$ cat src/rtl/psi_pow4_issuer.sv
// psi_pow4_issuer: issues indexed psi operands into the fixed-latency psi^4
// pipeline with two-cycle spacing, collects the pipeline's non-stallable
// result stream in issue order, and presents {index, psi^4} on a ready/valid
// output. A DEPTH-entry slot ring tracks issued, returned and delivered work.
module psi_pow4_issuer #(
   parameter int DATA_W = 64,
   parameter int IDX_W  = 16,
   parameter int DEPTH  = 32
) (
   input  logic                    clk,
   input  logic                    rst,
   input  logic                    in_valid,
   output logic                    in_ready,
   input  logic [DATA_W-1:0]       in_psi,
   input  logic [IDX_W-1:0]        in_idx,
   output logic                    start,
   output logic [DATA_W-1:0]       psi_o,
   input  logic                    res_vld,
   input  logic [DATA_W-1:0]       res_data,
   output logic                    out_valid,
   input  logic                    out_ready,
   output logic [IDX_W-1:0]        out_idx,
   output logic [DATA_W-1:0]       out_data,
   output logic [$clog2(DEPTH):0]  inflight,
   output logic                    err
);

   localparam int AW = $clog2(DEPTH);
   localparam int PW = AW + 1;
   localparam logic [PW-1:0] PTR_ONE  = PW'(1'b1);
   localparam logic [PW-1:0] FULL_CNT = PW'(DEPTH);

   // Slot ring storage (no reset: contents are only read behind valid pointers)
   logic [IDX_W-1:0]  slot_idx_q  [DEPTH];
   logic [DATA_W-1:0] slot_data_q [DEPTH];

   // Pointers carry a wrap bit so full and empty are distinguishable
   logic [PW-1:0]     iss_ptr_q, iss_ptr_d;
   logic [PW-1:0]     ret_ptr_q, ret_ptr_d;
   logic [PW-1:0]     out_ptr_q, out_ptr_d;
   logic [PW-1:0]     occ_d;

   logic              in_ready_q, in_ready_d;
   logic              start_q, start_d;
   logic [DATA_W-1:0] psi_q, psi_d;
   logic              out_valid_q, out_valid_d;
   logic [IDX_W-1:0]  out_idx_q, out_idx_d;
   logic [DATA_W-1:0] out_data_q, out_data_d;
   logic [PW-1:0]     inflight_q, inflight_d;
   logic              err_q, err_d;

   logic              accept_s;
   logic              pop_s;
   logic              ret_hit_s;
   logic              spur_s;
   logic              full_d;

   // Next-state: handshakes, pointer moves, and registered-output look-ahead
   always_comb begin
      accept_s  = in_valid & in_ready_q;
      pop_s     = out_valid_q & out_ready;
      ret_hit_s = res_vld & (ret_ptr_q != iss_ptr_q);
      spur_s    = res_vld & (ret_ptr_q == iss_ptr_q);

      iss_ptr_d = accept_s  ? (iss_ptr_q + PTR_ONE) : iss_ptr_q;
      ret_ptr_d = ret_hit_s ? (ret_ptr_q + PTR_ONE) : ret_ptr_q;
      out_ptr_d = pop_s     ? (out_ptr_q + PTR_ONE) : out_ptr_q;

      occ_d      = iss_ptr_d - out_ptr_d;
      full_d     = (occ_d == FULL_CNT);
      inflight_d = occ_d;

      // start is high the cycle after an accept; blocking in_ready while it is
      // high keeps psi_o stable across the pipeline's sample cycle.
      start_d    = accept_s;
      in_ready_d = ~full_d & ~accept_s;
      psi_d      = accept_s ? in_psi : psi_q;
      err_d      = err_q | spur_s;

      out_valid_d = (out_ptr_d != ret_ptr_d);
      out_idx_d   = slot_idx_q[out_ptr_d[AW-1:0]];
      // Bypass a result landing in the very slot being presented next cycle
      if (ret_hit_s && (ret_ptr_q[AW-1:0] == out_ptr_d[AW-1:0])) begin
         out_data_d = res_data;
      end else begin
         out_data_d = slot_data_q[out_ptr_d[AW-1:0]];
      end
   end

   // Control, pointer and output registers with asynchronous reset
   always_ff @(posedge clk or posedge rst) begin
      if (rst) begin
         iss_ptr_q   <= '0;
         ret_ptr_q   <= '0;
         out_ptr_q   <= '0;
         in_ready_q  <= 1'b0;
         start_q     <= 1'b0;
         psi_q       <= '0;
         out_valid_q <= 1'b0;
         out_idx_q   <= '0;
         out_data_q  <= '0;
         inflight_q  <= '0;
         err_q       <= 1'b0;
      end else begin
         iss_ptr_q   <= iss_ptr_d;
         ret_ptr_q   <= ret_ptr_d;
         out_ptr_q   <= out_ptr_d;
         in_ready_q  <= in_ready_d;
         start_q     <= start_d;
         psi_q       <= psi_d;
         out_valid_q <= out_valid_d;
         out_idx_q   <= out_idx_d;
         out_data_q  <= out_data_d;
         inflight_q  <= inflight_d;
         err_q       <= err_d;
      end
   end

   // Slot writes: index at accept, result data at in-order return
   always_ff @(posedge clk) begin
      if (accept_s) begin
         slot_idx_q[iss_ptr_q[AW-1:0]] <= in_idx;
      end
      if (ret_hit_s) begin
         slot_data_q[ret_ptr_q[AW-1:0]] <= res_data;
      end
   end

   assign in_ready  = in_ready_q;
   assign start     = start_q;
   assign psi_o     = psi_q;
   assign out_valid = out_valid_q;
   assign out_idx   = out_idx_q;
   assign out_data  = out_data_q;
   assign inflight  = inflight_q;
   assign err       = err_q;

endmodule

$ cat config.mk
export PLATFORM = sky130hd
export DESIGN_NAME = psi_pow4_issuer
export DESIGN_NICKNAME = d
export VERILOG_FILES = /design/src/rtl/psi_pow4_issuer.sv
export SDC_FILE = /design/constraint.sdc
export NUM_CORES = 2
export LEC_CHECK = 0
export CORE_ASPECT_RATIO = 2
export CORE_MARGIN = 2
export CORE_UTILIZATION = 45
export CTS_CLUSTER_DIAMETER = 50
export DETAILED_ROUTE_END_ITERATION = 6
export PLACE_DENSITY_LB_ADDON = 0.25
export SLEW_MARGIN = 20
export SYNTH_ARGS = -nofsm -noshare
export SYNTH_HDL_FRONTEND = slang
export SYNTH_SLANG_ARGS = --single-unit
$ cat constraint.sdc
create_clock -name clk -period 9.5 [get_ports clk]
set_input_delay 1.9 -clock clk [delete_from_list [all_inputs] [get_ports clk]]
set_output_delay 1.9 -clock clk [all_outputs]
set_load 0.02 [all_outputs]
# After elaboration in Yosys (flattened, before gate mapping)

Memory sizes are Yosys's and may differ from the RTL's. A register that Yosys moved wholly into a read port is not among the register bits.
Cells that the tools add are included.
W data, S select, Z words.

Add/subtract/negate cells: 4
Eq/ne operators: 4
Mux-type cells: 7
Bitwise operators: 8

Operator list:

| cell                  | count |
|---|---|
| $add A6 B1 Y6 const B | 3 |
| $mux W6               | 3 |
| $ne A6 B6 Y1          | 2 |
| $eq A6 B6 Y1          | 1 |
| $eq A6 B6 Y1 const B  | 1 |
| $sub A6 B6 Y6         | 1 |
| $and A1 B1 Y1         | 5 |
| $mux W1               | 4 |
| $not A1 Y1            | 2 |
| $or A1 B1 Y1          | 1 |

Register bits: 92
Memory bits (writable): 2560
Input bits: 149
Output and inout bits: 154
Word-level logic and storage cells: 34
Memories kept: 2

Memory list:

| memory      | words | bits a word | read ports | clocked after Yosys merged registers in | wr ports | RTL line | source |
|---|---|---|---|---|---|---|---|
| slot_data_q | 32    | 64          | 1          | 1                                       | 1        | 35       | `logic [DATA_W-1:0] slot_data_q [DEPTH];` |
| slot_idx_q  | 32    | 16          | 1          | 1                                       | 1        | 34       | `logic [IDX_W-1:0] slot_idx_q [DEPTH];` |

# Longest topological paths before layout

Depth after elaboration: 6
Depth in mapped cells: 15
Gate-level depth less buffers: 11

# Least setup slack after synthesis

No wires, ideal clock.

Kind: input to register
From: input res_vld
To: memory slot_data_q[15][0] (enable)
Library setup time: 0.487 ns
Data arrival time: 5.321 ns
Required time: 9.013 ns
Slack: 3.692 ns
Cell stages on the path: 4
Buffers on the path: 1
Path through: o21a_1 clkbuf_1 nand2_1 nor2_1

Cells in the longest elaborated chain, start to end: 3

RTL lines:

| item                          | RTL line | source |
|---|---|---|
| from (decl)                   | 18       | `input logic res_vld,` |
| $and A1 B1 Y1                 | 62       | `ret_hit_s = res_vld & (ret_ptr_q != iss_ptr_q);` |
| $mux W1                       | 124      | `if (ret_hit_s) begin` |
| $mux W1 (not written as such) | 125      | `slot_data_q[ret_ptr_q[AW-1:0]] <= res_data;` |
| to (decl)                     | 35       |  |

Every way passes these cells.

# Worst setup path in the final report

From: input out_ready
To: register out_idx_q[0], in the netlist out_idx[0] (read register of slot_idx_q)

Cells in the longest elaborated chain, start to end: 2

RTL lines:

| item          | RTL line | source |
|---|---|---|
| from (decl)   | 21       | `input logic out_ready,` |
| $and A1 B1 Y1 | 61       | `pop_s = out_valid_q & out_ready;` |
| $mux W6       | 67       | `out_ptr_d = pop_s ? (out_ptr_q + PTR_ONE) : out_ptr_q;` |
| to (decl)     | 47       | `logic [IDX_W-1:0] out_idx_q, out_idx_d;` |

Every way passes these cells.
A chain may end at the register's enable or synchronous reset.

==> metrics.yaml <==
sta:
  setup_violations: 0
  fin_worst_skew_ns: 0.0862
  slew_viol_final: 0
  slew_headroom: 0.159
  min_period_over_period: 0.643
  min_period_ns: 6.11
  hold_viol_final: 0
  worst_pin_slew_ns: 1.26
  finalSetupTns_ns: 0
  rsz0062_at_grt: "no"
  fmax_mhz: 164
global_route:
  antenna_found_initial: 24
  grt_pass1_vias: 62600
  grt_max_degree: 170
  grt_pass1_wl_um: 445000
  grt_remaining_overflow: 0
  track_usage: 0.257
detailed_routing:
  num_vias: 61400
  first_pass_iters: 6
  ant_nets: 0
  avgViaCountPerCell: 6.50
  drc: 0
  drt_iter0_markers: 6773
  wl_um: 316000
  wl_per_cell_um: 33.5
job:
  drv_cap: 0
placement:
  place_area_um2: 114000
  gp_congestion: 0.788
  port_buffers: 302
  dp_hpwl_um: 170000
yosys:
  syn-num-nets: 6053
  ys_seq_elements: 2732
  netlist-cell-type-count: 84
  syn_inst: 5891
  synth_seq_area_share: 0.756
  synth_area_per_cell_um2: 18.2
  synth-edff-count: 2560
  synth_flop_cell: "edfxtp_1"
  synth-async-reset-ratio: 0.0630
  synth_area_um2: 107000
  yosysWarnings: 0
setup_path:
  critical_path.endpoint_type: "register"
  start_kind: "input pin"
  cp_max_fo: 97
  critPathArrivalTime_ns: 6.93
  cp.required_ns: 10.32
  worstSetupPathType: "in2reg"
clock_tree:
  clockBufferDepth: 4
  cts_max_level: 4
  cts_sinks: 2732
  cts_setup_buffers: 0
  clkTransAtPathRegs_ns: 0.07
  holdBufCountCts: 0
  clock_latency_ns: 0.95
  ctsRootBufferMaster: "clkbuf_16"
  ctsResizeCount: 0
  cts_made_buffers: 227
  cts_tree: "built"
die:
  start_util: 0.452
  die_h_um: 695
  pin_count: 303
  coreArea_um2: 237000
  die_x_um: 349
  rows: 253
  dieArea_um2: 243000
status:
  status: "finished clean"
pwr:
  p_per_area_nw_per_um2: 320
  power.leakage_nw: 38.4
  ir_worst_vdd_v: 0.000327
layout:
  postLayoutCellArea_um2: 121000
  layout_commonest_cell: "edfxtp_1"
  nFillCells: 18900
  nets: 6359
  drive_gt1_frac: 0.182
  area_growth_pct: 13.1
  final_cell_mix: "edfxtp_1 (2560), o22ai_1 (540), mux4_2 (439)"
worst_hold_path:
  min_path_type: "reg2reg"
path summary, 6_finish.rpt:
| check | from | to | slack, ns | cells past startpoint |
|---|---|---|---|---|
| max in group asynchronous | rst | out_ptr_q[1] | 6.51 | 3 |
| max reg2reg | out_ptr_q[0] | out_idx[0] | 4.24 | 12 |
| min reg2reg | err | err | 0.47 | 1 |
| max | out_ready | out_idx[0] | 3.39 | 12 |
| min | err | err | 0.47 | 1 |
| min in group asynchronous | rst | psi_o[32] | 1.40 | 2 |
power breakdown:
part	switching, mW	internal, mW
Combinational	9.01	5.43
Clock	4.30	5.26
Sequential	0.612	14.3
Total	13.9	25.0
Yosys cell counts (all sizes together), types with 29 or more instances:
master / instances / area share
nand3: 47 / 0.0022
mux2: 77 / 0.0081
o31ai: 74 / 0.0053
nand2: 273 / 0.0096
a21oi: 92 / 0.0043
mux2i: 78 / 0.0073
a22o: 35 / 0.0029
and3: 39 / 0.0023
edfxtp: 2560 / 0.72
mux4: 439 / 0.092
dfrtp: 172 / 0.040
a31oi: 36 / 0.0021
clkbuf: 176 / 0.0062
nor2: 188 / 0.0069
o21ai: 200 / 0.0093
a211oi: 44 / 0.0031
nor3: 256 / 0.012
buf: 228 / 0.013
o22ai: 541 / 0.032
nor4: 29 / 0.0017
area by class of cell:
cell class | instances | area (um^2) | share of cell area
clock buffers | 270 | 5920 | 0.0488
flip-flops and latches | 2732 | 81200 | 0.669
well taps | 3060 | 3830 | 0.0315
clock inverters | 142 | 1500 | 0.0124
repair buffers | 481 | 4300 | 0.0355
diodes | 8 | 20.0 | 0.000165
multi-input cells | 2729 | 24500 | 0.202
inverters | 26 | 134 | 0.00110
stage by stage:
step | power [mW] | setup slack, ns | util | hold slack [ns] | cells
after global placement | 29.3 | 2.74 | 0.481 | 0.453 | 9027
after floorplan | 24.3 | 2.94 | - | 0.493 | 5891
final | 38.9 | 3.39 | 0.511 | 0.475 | 9448
after CTS | 39.0 | 3.67 | 0.512 | 0.474 | 9439
after detailed placement | 29.5 | 2.72 | 0.481 | 0.455 | 9027
after global routing | 40.3 | 3.13 | 0.511 | 0.504 | 9445
worst max-delay path, cell delays in order:
cell	delay, ns
clkdlybuf4s50_1	0.97
and3_1	0.54
nor2_8	0.09
buf_4	0.34
inv_16	0.39
buf_16	0.51
buf_12	0.55
buf_4	0.58
mux4_2	0.30
nand2_1	0.06
and3_1	0.23
o31ai_1	0.23
kinds of logic (layout without fill, tap and decap cells):
kind of cell / Yosys count / after routing / synth area share
mux: 594 / 594 / 0.107
flops: 2732 / 2732 / 0.756
fa+ha+maj: 16 / 16 / 0.00186
other cells: 0 / 8 / 0
xor+xnor: 33 / 33 / 0.00327
compound gates: 1205 / 1205 / 0.0737
buf+inv: 430 / 919 / 0.0196
simple gates: 881 / 881 / 0.0379
state kept, by name (all words and copies together) (netlist names), 5 cells and up, named ones only:
signal / flops
slot_data_q: 2048
iss_ptr_q: 6
psi_o: 64
slot_idx_q: 512
out_idx: 16
ret_ptr_q: 6
out_ptr_q: 5
inflight: 6
out_data: 64
metal layers:
layer  vias to the layer above  track usage  wire [um]
met3                       851       0.0361      23000
met4                        18        0.129      17100
met1                     32400        0.300     111000
met5                         -            0        136
li1                      25000            -          -
met2                      3163        0.460     166000
No activity file was read; power rests on OpenSTA's default activity.
